==> config.mk <==
export PLATFORM = sky130hd
export DESIGN_NAME = seq_addsub
export DESIGN_NICKNAME = d
export VERILOG_FILES = /design/src/rtl/seq_addsub.sv
export SDC_FILE = /design/constraint.sdc
export NUM_CORES = 1
export LEC_CHECK = 0
export CAP_MARGIN = 15
export CORE_MARGIN = 10
export CORE_UTILIZATION = 25
export CTS_BUF_LIST = sky130_fd_sc_hd__clkbuf_4
export DETAILED_ROUTE_END_ITERATION = 6
export HOLD_SLACK_MARGIN = 0.02
export PLACE_DENSITY = 0.46
export SYNTH_ARGS = -nofsm -noshare
export SYNTH_HDL_FRONTEND = slang
export SYNTH_SLANG_ARGS = --single-unit
==> constraint.sdc <==
create_clock -name clk -period 2.97 [get_ports clk]
set_input_delay 0.4455 -clock clk [delete_from_list [all_inputs] [get_ports clk]]
set_output_delay 0.4455 -clock clk [all_outputs]
set_load 0.01 [all_outputs]
==> src/rtl/seq_addsub.sv <==
// Multi-cycle two's-complement adder/subtractor: N bits processed K bits per clock
// through a registered inter-slice carry. Define ADDSUB_SAT_EN to saturate s on overflow.
module seq_addsub #(
  parameter int N = 8,
  parameter int K = 4
) (
  input  logic         clk,
  input  logic         rst_n,
  input  logic         start_i,
  input  logic         sub_i,
  input  logic [N-1:0] a_i,
  input  logic [N-1:0] b_i,
  output logic         busy_o,
  output logic         done_o,
  output logic [N-1:0] s_o,
  output logic         cout_o,
  output logic         ovf_o,
  output logic         zero_o
);

  localparam int S  = (K > 0) ? (N / K) : 1;
  localparam int IW = (S > 1) ? $clog2(S) : 1;
  localparam logic [IW-1:0] LAST = IW'(S - 1);

  if ((K < 1) || (N < 4) || (N > 256) || ((N % K) != 0)) begin : g_bad_param
    $fatal(1, "seq_addsub: illegal parameters N=%0d K=%0d", N, K);
  end

  typedef enum logic [1:0] {
    ST_IDLE = 2'd0,
    ST_RUN  = 2'd1,
    ST_DONE = 2'd2
  } state_e;

  state_e          state_q;
  logic [N-1:0]    a_q;
  logic [N-1:0]    b_q;
  logic            carry_q;
  logic [IW-1:0]   idx_q;
  logic [N-1:0]    s_q;
  logic            cout_q;
  logic            ovf_q;
  logic            zero_q;
  logic            busy_q;
  logic            done_q;

  logic [K:0]      sum_d;
  logic [N-1:0]    a_d;
  logic            c_msb_d;
  logic            ovf_d;
  logic [N-1:0]    res_d;
  logic            zero_d;

  // Slice adder. a_q doubles as the result accumulator: the consumed slice leaves at the
  // bottom while the new sum bits enter at the top, so after N/K shifts a_q holds the sum
  // and the current slice is always a_q/b_q[K-1:0] (the MSB slice on the last step).
  always_comb begin
    sum_d   = {1'b0, a_q[K-1:0]} + {1'b0, b_q[K-1:0]} + {{K{1'b0}}, carry_q};
    a_d     = N'({sum_d[K-1:0], a_q} >> K);
    c_msb_d = a_q[K-1] ^ b_q[K-1] ^ sum_d[K-1];
    ovf_d   = c_msb_d ^ sum_d[K];
`ifdef ADDSUB_SAT_EN
    if (ovf_d) begin
      if (a_q[K-1]) begin
        res_d = {1'b1, {(N-1){1'b0}}};
      end else begin
        res_d = {1'b0, {(N-1){1'b1}}};
      end
    end else begin
      res_d = a_d;
    end
`else
    res_d = a_d;
`endif
    zero_d  = (res_d == {N{1'b0}});
  end

  // Control FSM with registered handshake, result and flags.
  always_ff @(posedge clk or negedge rst_n) begin
    if (!rst_n) begin
      state_q <= ST_IDLE;
      a_q     <= {N{1'b0}};
      b_q     <= {N{1'b0}};
      carry_q <= 1'b0;
      idx_q   <= {IW{1'b0}};
      s_q     <= {N{1'b0}};
      cout_q  <= 1'b0;
      ovf_q   <= 1'b0;
      zero_q  <= 1'b1;
      busy_q  <= 1'b0;
      done_q  <= 1'b0;
    end else begin
      case (state_q)
        ST_IDLE, ST_DONE: begin
          done_q <= 1'b0;
          if (start_i) begin
            a_q     <= a_i;
            b_q     <= b_i ^ {N{sub_i}};
            carry_q <= sub_i;
            idx_q   <= {IW{1'b0}};
            busy_q  <= 1'b1;
            state_q <= ST_RUN;
          end else begin
            busy_q  <= 1'b0;
            state_q <= ST_IDLE;
          end
        end
        ST_RUN: begin
          a_q     <= a_d;
          b_q     <= b_q >> K;
          carry_q <= sum_d[K];
          if (idx_q == LAST) begin
            idx_q   <= {IW{1'b0}};
            s_q     <= res_d;
            cout_q  <= sum_d[K];
            ovf_q   <= ovf_d;
            zero_q  <= zero_d;
            done_q  <= 1'b1;
            busy_q  <= 1'b0;
            state_q <= ST_DONE;
          end else begin
            idx_q   <= idx_q + IW'(1);
            done_q  <= 1'b0;
            busy_q  <= 1'b1;
            state_q <= ST_RUN;
          end
        end
        default: begin
          state_q <= ST_IDLE;
          busy_q  <= 1'b0;
          done_q  <= 1'b0;
        end
      endcase
    end
  end

  assign busy_o = busy_q;
  assign done_o = done_q;
  assign s_o    = s_q;
  assign cout_o = cout_q;
  assign ovf_o  = ovf_q;
  assign zero_o = zero_q;

endmodule

==> results of run 1 <==
area by class of cell:
cell class	instances	area [µm²]
fill	578	3650
sequential	31	777
multi-input combinational	86	608
timing repair buffer	33	328
tap	72	90.1
clock buffer	6	45.0
clock inverter	2	8.76
inverter	1	3.75
registers in the layout (all words and copies together) (netlist names):
| signal | cells |
|---|---|
| s_o | 8 |
| carry_q | 1 |
| idx_q | 1 |
| a_q | 8 |
| zero_o | 1 |
| state_q | 1 |
| done_o | 1 |
| cout_o | 1 |
| ovf_o | 1 |
| b_q | 8 |
cell usage in the layout, fill, tap and decap left out, drive strengths merged:
cell type      instances
nor2                   5
clkinv                 2
ha                     3
o21ai                 12
xor2                   1
xnor2                 10
buf                    1
a21oi                  2
a22o                   1
fa                     2
nand2                 21
or4                    1
nand2b                 2
a221o                  4
nor2b                  1
dfstp                  1
inv                    1
clkbuf                 6
and2b                  1
nand3                  1
dfrtp                 30
a21o                   2
a22oi                  9
clkdlybuf4s50         32
nor4                   1
mux2                   6
o21a                   1
tightest hold or removal path: stages, from the launching register on:
cell	delay [ps]
dfrtp_1	350
nand2_1	50
o21ai_0	60
stage by stage:
stage | utilization [%] | std cells | area [µm²] | power [mW] | hold WS, ps
floorplan | - | 124 | 1420 | 1.42 | 150
global placement | 32.8 | 223 | 1810 | 1.79 | 463
detailed placement | 32.8 | 223 | 1810 | 1.81 | 471
CTS | 33.8 | 231 | 1860 | 2.06 | 491
global route | 33.8 | 231 | 1860 | 2.21 | 521
finish | 33.8 | 231 | 1860 | 2.01 | 486
worst paths after layout:
kind | startpoint | end | slack, ps
max reg2reg | a_q[0]$_DFFE_PN0P_ | zero_o$_DFFE_PN1P_ | 600
min in group asynchronous | rst_n | s_o[1]$_DFFE_PN0P_ | 510
min | b_q[5]$_DFFE_PN0P_ | b_q[5]$_DFFE_PN0P_ | 490
max in group asynchronous | rst_n | zero_o$_DFFE_PN1P_ | 2150
max | a_q[0]$_DFFE_PN0P_ | zero_o$_DFFE_PN1P_ | 600
min reg2reg | b_q[5]$_DFFE_PN0P_ | b_q[5]$_DFFE_PN0P_ | 490
cell families (layout without fill, tap and decap cells):
group / count (synthesis) / count (layout) / share of synthesized area, %
muxes: 6 / 6 / 4.76
buffers and inverters: 7 / 42 / 2.38
and+or+nand+nor: 33 / 33 / 11.1
AOI/OAI and AO/OA: 31 / 31 / 14.7
DFF: 31 / 31 / 54.8
adders and majority gates: 5 / 5 / 5.47
xor gates and xnor gates: 11 / 11 / 6.79
layer usage:
metal / wire length (µm) / part of all wire (%) / up-vias
li1: - / - / 503
met3: 264 / 7.8 / 5
met5: 0 / 0 / -
met4: 58 / 1.7 / 0
met2: 1520 / 45 / 33
met1: 1540 / 46 / 485
power by group:
part | switching, mW | internal [mW]
Clock | 0.139 | 0.0979
Combinational | 0.507 | 0.492
Sequential | 0.147 | 0.628
synth_stat cells:
cell,n
a22oi_1,9
a21oi_1,2
ha_1,3
o21a_1,1
a21o_1,2
buf_2,3
nor2_1,4
dfrtp_1,30
nand2_1,20
inv_1,1
a221o_1,4
buf_4,1
nor2_2,1
a22o_1,1
nor4_2,1
and2b_1,1
o21ai_0,12
nand3_1,1
nand2_2,1
mux2_2,6
nand2b_1,2
fa_1,2
xnor2_1,10
clkbuf_1,2
nor2b_1,1
xor2_1,1
dfstp_2,1
or4_4,1
==> impl_results.md, run 1 <==
* CTS Hold Buffers Added at 0
* Endpoints failing setup at 0
* Clk Tree Root Cell: clkbuf_4
* Total GRT Usage at just over 8%
* Busiest grt layer: met2
* # DRC at 0
* Yosys top cell by area: dfrtp_1
* CP max-delay cell: or4_4
* WL/cell at roughly 15 µm
* Crit-path max cell delay at 550 ps
* Row count at 27
* Leak at 0.793 nW
* CP Launch Type: flop
* Outcome: finished, final reports clean
* Worst setup EP type: flop
* # diodes at 0
* Syn Inst Count at between 100 and 150
* Synthesis warning total at 0
* Die W at approximately 95 µm
* Vias/cell at around 4.4
* Post-synthesis sequential area ratio at roughly 55%
* Cell family with most CP delay: adder cells
* Routed wire length at 3.39 mm
* Final worst slack at 604 ps
* Area of the core at about 5500 µm²
* GR Layer Usage met3 at between 2 and 2.5%
* # clock sinks at 31
* Met1 usage at between 10% and 20%
* GRT overflow at 0
* IO Port Bufs at 32
* Number of nets with antenna violations after routing at 0
* Setup Fix Bufs, Post-CTS at 0
* CTS tree: built
* Mean Syn Cell Area at 11.4 µm²
* Distinct cell type count after synthesis at 28
* Clk_lat worst skew at ~330 ps
* Synth Cell Area at 1420 µm²
* Fmax at ~0.42 GHz
* Fraction of layout cells with a size suffix above 1 at a little under an eighth
* Pwr dens at between 1000 and 1500 nW/µm²
* Crit path cell chain: fa_1 > fa_1 > or4_4 > nor4_2 > a22o_1
* Post-synthesis register bit count at 31
* CP bufs+invs at 0
* Die height at roughly 95 µm
* Slew @ Worst Pin at about 690 ps
* Post-synth top area share at between 50% and 60%
* Critical Path AT at 2640 ps
* Critical Path Stages at 5
* Crit path kind: flop to flop
* Ranking of synthesized cells by area: dfrtp_1 (53%), xnor2_1 (6.2%), nand2_1 (5.3%)
* Deepest clock path buffer count at 2
* Max-Cap Viols at 0
* Place WS at 584 ps
* Final Cycle Share at between 70% and 80%
* Final slew viol count at 0
* GR Util met2 at between 10% and 20%
* Cell mode on critical path: fa_1
* Ports at 33
* Initial antenna violation count at 0
* Worst R2R Path Depth at 5
* Clock transition at the registers of the reported paths at about 100 ps
* Hold Vio Cnt, Final at 0
* Number of global-route vias before repair at 1097
* Drt first pass iters at 4
* Drt initial violations at 47
* H-Tree Depth at 2
* Post-layout minimum cycle time at ~2400 ps
* Placer Congestion at 0.740
* DPL Wire Length at 2.62 mm
* Initial Util at 25.8%
* HP Class: flop to flop
* Worst VDD drop at about 0.28 mV
* Die area at around 9100 µm²
* Synth Net Count at roughly 150
* Area growth from synthesis to layout at 31.1%
* Max FO, Critical Path at 3
* Worst Path Required at 3250 ps
* Final setup skew at ~12 ps
* Hold path depth at 2
* Vias post-DR at 1026
* Relative slew slack at between 50% and 60%
* TritonCTS Buffers at 5
* CTS resizes at 0
* RSZ-0062 raised after global routing: false
* NumNets Final at roughly 180
* Pin count of the biggest net entering global routing at 32
* Setup TNS at 0 ps
* First-pass GRT wire length at 5.57 mm
Power figures use the tool's default switching activity.
==> run 2: changes to the inputs <==
--- a/config.mk
+++ b/config.mk
@@ -11,7 +11,7 @@
 export CTS_BUF_LIST = sky130_fd_sc_hd__clkbuf_4
 export DETAILED_ROUTE_END_ITERATION = 6
 export HOLD_SLACK_MARGIN = 0.02
-export PLACE_DENSITY = 0.46
+export PLACE_DENSITY = 0.47
 export SYNTH_ARGS = -nofsm -noshare
 export SYNTH_HDL_FRONTEND = slang
 export SYNTH_SLANG_ARGS = --single-unit
==> constraint.sdc (replaced) <==
create_clock -name clk -period 1.9 [get_ports clk]
set_input_delay 0.285 -clock clk [delete_from_list [all_inputs] [get_ports clk]]
set_output_delay 0.285 -clock clk [all_outputs]
set_load 0.01 [all_outputs]
==> run 2 against run 1 <==
The run now ends with negative setup slack left. Setup slack got worse by 810 ps. Count of clock-buffer cells in the layout rose by 1. Maximum frequency grew 12%. Core utilization rose by 1.9 points. Sequential cell count unchanged. Sequential power grew 59%. Cell area is 5.6% higher. Global-route usage hardly changed. Combinational power up 84%. Worst hold slack lost 130 ps.
==> impl_results.md, run 2 (synthesis results as in run 1) <==
* Area of the core at 5510 µm²
* Deepest clock path buffer count at 2
* Endpoints failing setup at 2
* Drt initial violations at 46
* RSZ-0062 raised after global routing: true
* Vias post-DR at around 1000
* # clock sinks at 31
* Pwr dens at 1760 nW/µm²
* Fraction of layout cells with a size suffix above 1 at around 21%
* Critical Path AT at 2380 ps
* Setup TNS at -218 ps
* GRT overflow at 0
* CTS tree: built
* Fmax at about 0.47 GHz
* Final Util at 35.7%
* Non-Filler Instances at 240
* Cell mode on critical path: fa_2
* Worst setup EP type: flop
* Most common cell after layout, fill and taps aside: clkdlybuf4s50_1
* Max-Cap Viols at 0
* Place WS at -273 ps
* Clock transition at the registers of the reported paths at 100 ps
* Routed wire length at 3.41 mm
* Clk Tree Root Cell: clkbuf_4
* Outcome: complete, but fails checks
* Worst Path Required at approximately 2200 ps
* Pin count of the biggest net entering global routing at 32
* Placer Congestion at around 0.75
* Final slew viol count at 0
* Clk_lat worst skew at approximately 320 ps
* Die height at approximately 95 µm
* Die W at 95.3 µm
* # DRC at 0
* Final Cycle Share at 111%
* Number of nets with antenna violations after routing at 0
* Die area at roughly 9100 µm²
* Failing checks: negative setup slack
* Total chip power at between 3 and 4 mW
* CTS Hold Buffers Added at 0
* Ports at 33
* Crit path kind: flop to flop
* H-Tree Depth at 2
* Worst VDD drop at 0.475 mV
* Crit-path max cell delay at 520 ps
* Dpl cells at 231
* Area post-placement at roughly 1900 µm²
* Leak at 0.845 nW
* Row count at 27
* Final setup skew at 12.5 ps
* HP Class: primary input to asynchronous set/reset pin
* Final worst slack at -209 ps
* Slew @ Worst Pin at 593 ps
* Drt first pass iters at 4
* Relative slew slack at between 60% and 70%
* Max FO, Critical Path at 2
* CP max-delay cell: or4_4
* TritonCTS Buffers at 5
* # diodes at 0
* Hold Vio Cnt, Final at 0
* Worst hold slack at 354 ps
* Initial Util at 25.8%
* Post-layout minimum cycle time at between 2000 and 2500 ps
* Area growth from synthesis to layout at 38.4%
* Vias/cell at ~4.4
* IO Port Bufs at 32
* Most frequent cells in the layout: clkdlybuf4s50_1 (32), dfrtp_1 (30), nand2_1 (20), buf_4 (10)
* CP Launch Type: flop
* First-pass GRT wire length at around 5.7 mm
* Crit path cell chain: fa_2 > fa_2 > or4_4 > nor4_2 > a22o_1
* WL/cell at roughly 14 µm
* Total GRT Usage at under 10%
* NumNets Final at around 190
* Number of global-route vias before repair at roughly 1100
* Design area at around 2000 µm²
* DPL Wire Length at 2.69 mm
* Initial antenna violation count at 0
==> run 2: cell types whose count changed in the layout (fill, tap and decap cells not counted), moves of 2 or more <==
cell	previous run	this run
buf_4	1	10
fa_1	2	0
fa_2	0	2
o21ai_0	12	9
o21ai_1	0	2
==> run 2: cell type report <==
class                      instances  area, µm²
sequential                        31        777
tap                               72       90.1
clock buffer                       7       52.6
timing repair buffer              42        395
clock inverter                     1       5.00
fill                             568       3540
inverter                           1       3.75
multi-input combinational         86        641
==> run 2: report_power, final <==
group          switching [mW]  total (mW)  leakage [nW]  internal [mW]
clock                   0.211       0.383        0.0361          0.173
combinational           0.865        1.84         0.430          0.975
sequential              0.245        1.23         0.379          0.983
==> run 2: worst paths after layout <==
check	from	end	cells after the start	slack, ps
worst max-delay path	carry_q$_DFFE_PN0P_	zero_o$_DFFE_PN1P_	5	-210
min in group clk	b_q[5]$_DFFE_PN0P_	b_q[5]$_DFFE_PN0P_	2	500
worst min-delay path	rst_n	s_o[0]$_DFFE_PN0P_	2	350
max in group asynchronous	rst_n	zero_o$_DFFE_PN1P_	2	1230
worst max register to register	carry_q$_DFFE_PN0P_	zero_o$_DFFE_PN1P_	5	-210
worst min register to register	b_q[5]$_DFFE_PN0P_	b_q[5]$_DFFE_PN0P_	2	500
==> run 2: worst max-delay path, delay by kind of cell (launching register included) <==
family,cells,cell delay [ps]
fa+ha+maj,2,850
simple gates,2,650
flops,1,420
compound gates,1,150
==> run 2: what timing repair did <==
action	in CTS	in global routing
pin swaps	2	4
setup buffers	1	0
resized for setup	1	7
setup endpoints to repair	4	7
==> run 2: per-layer routing <==
metal / routed length (µm) / share of wire (%) / GRT usage [%]
met1: 1570 / 46 / 10.0
met2: 1540 / 45 / 12.8
met3: 223 / 6.5 / 2.04
met4: 72 / 2.1 / 4.49
met5: 0 / 0 / 0
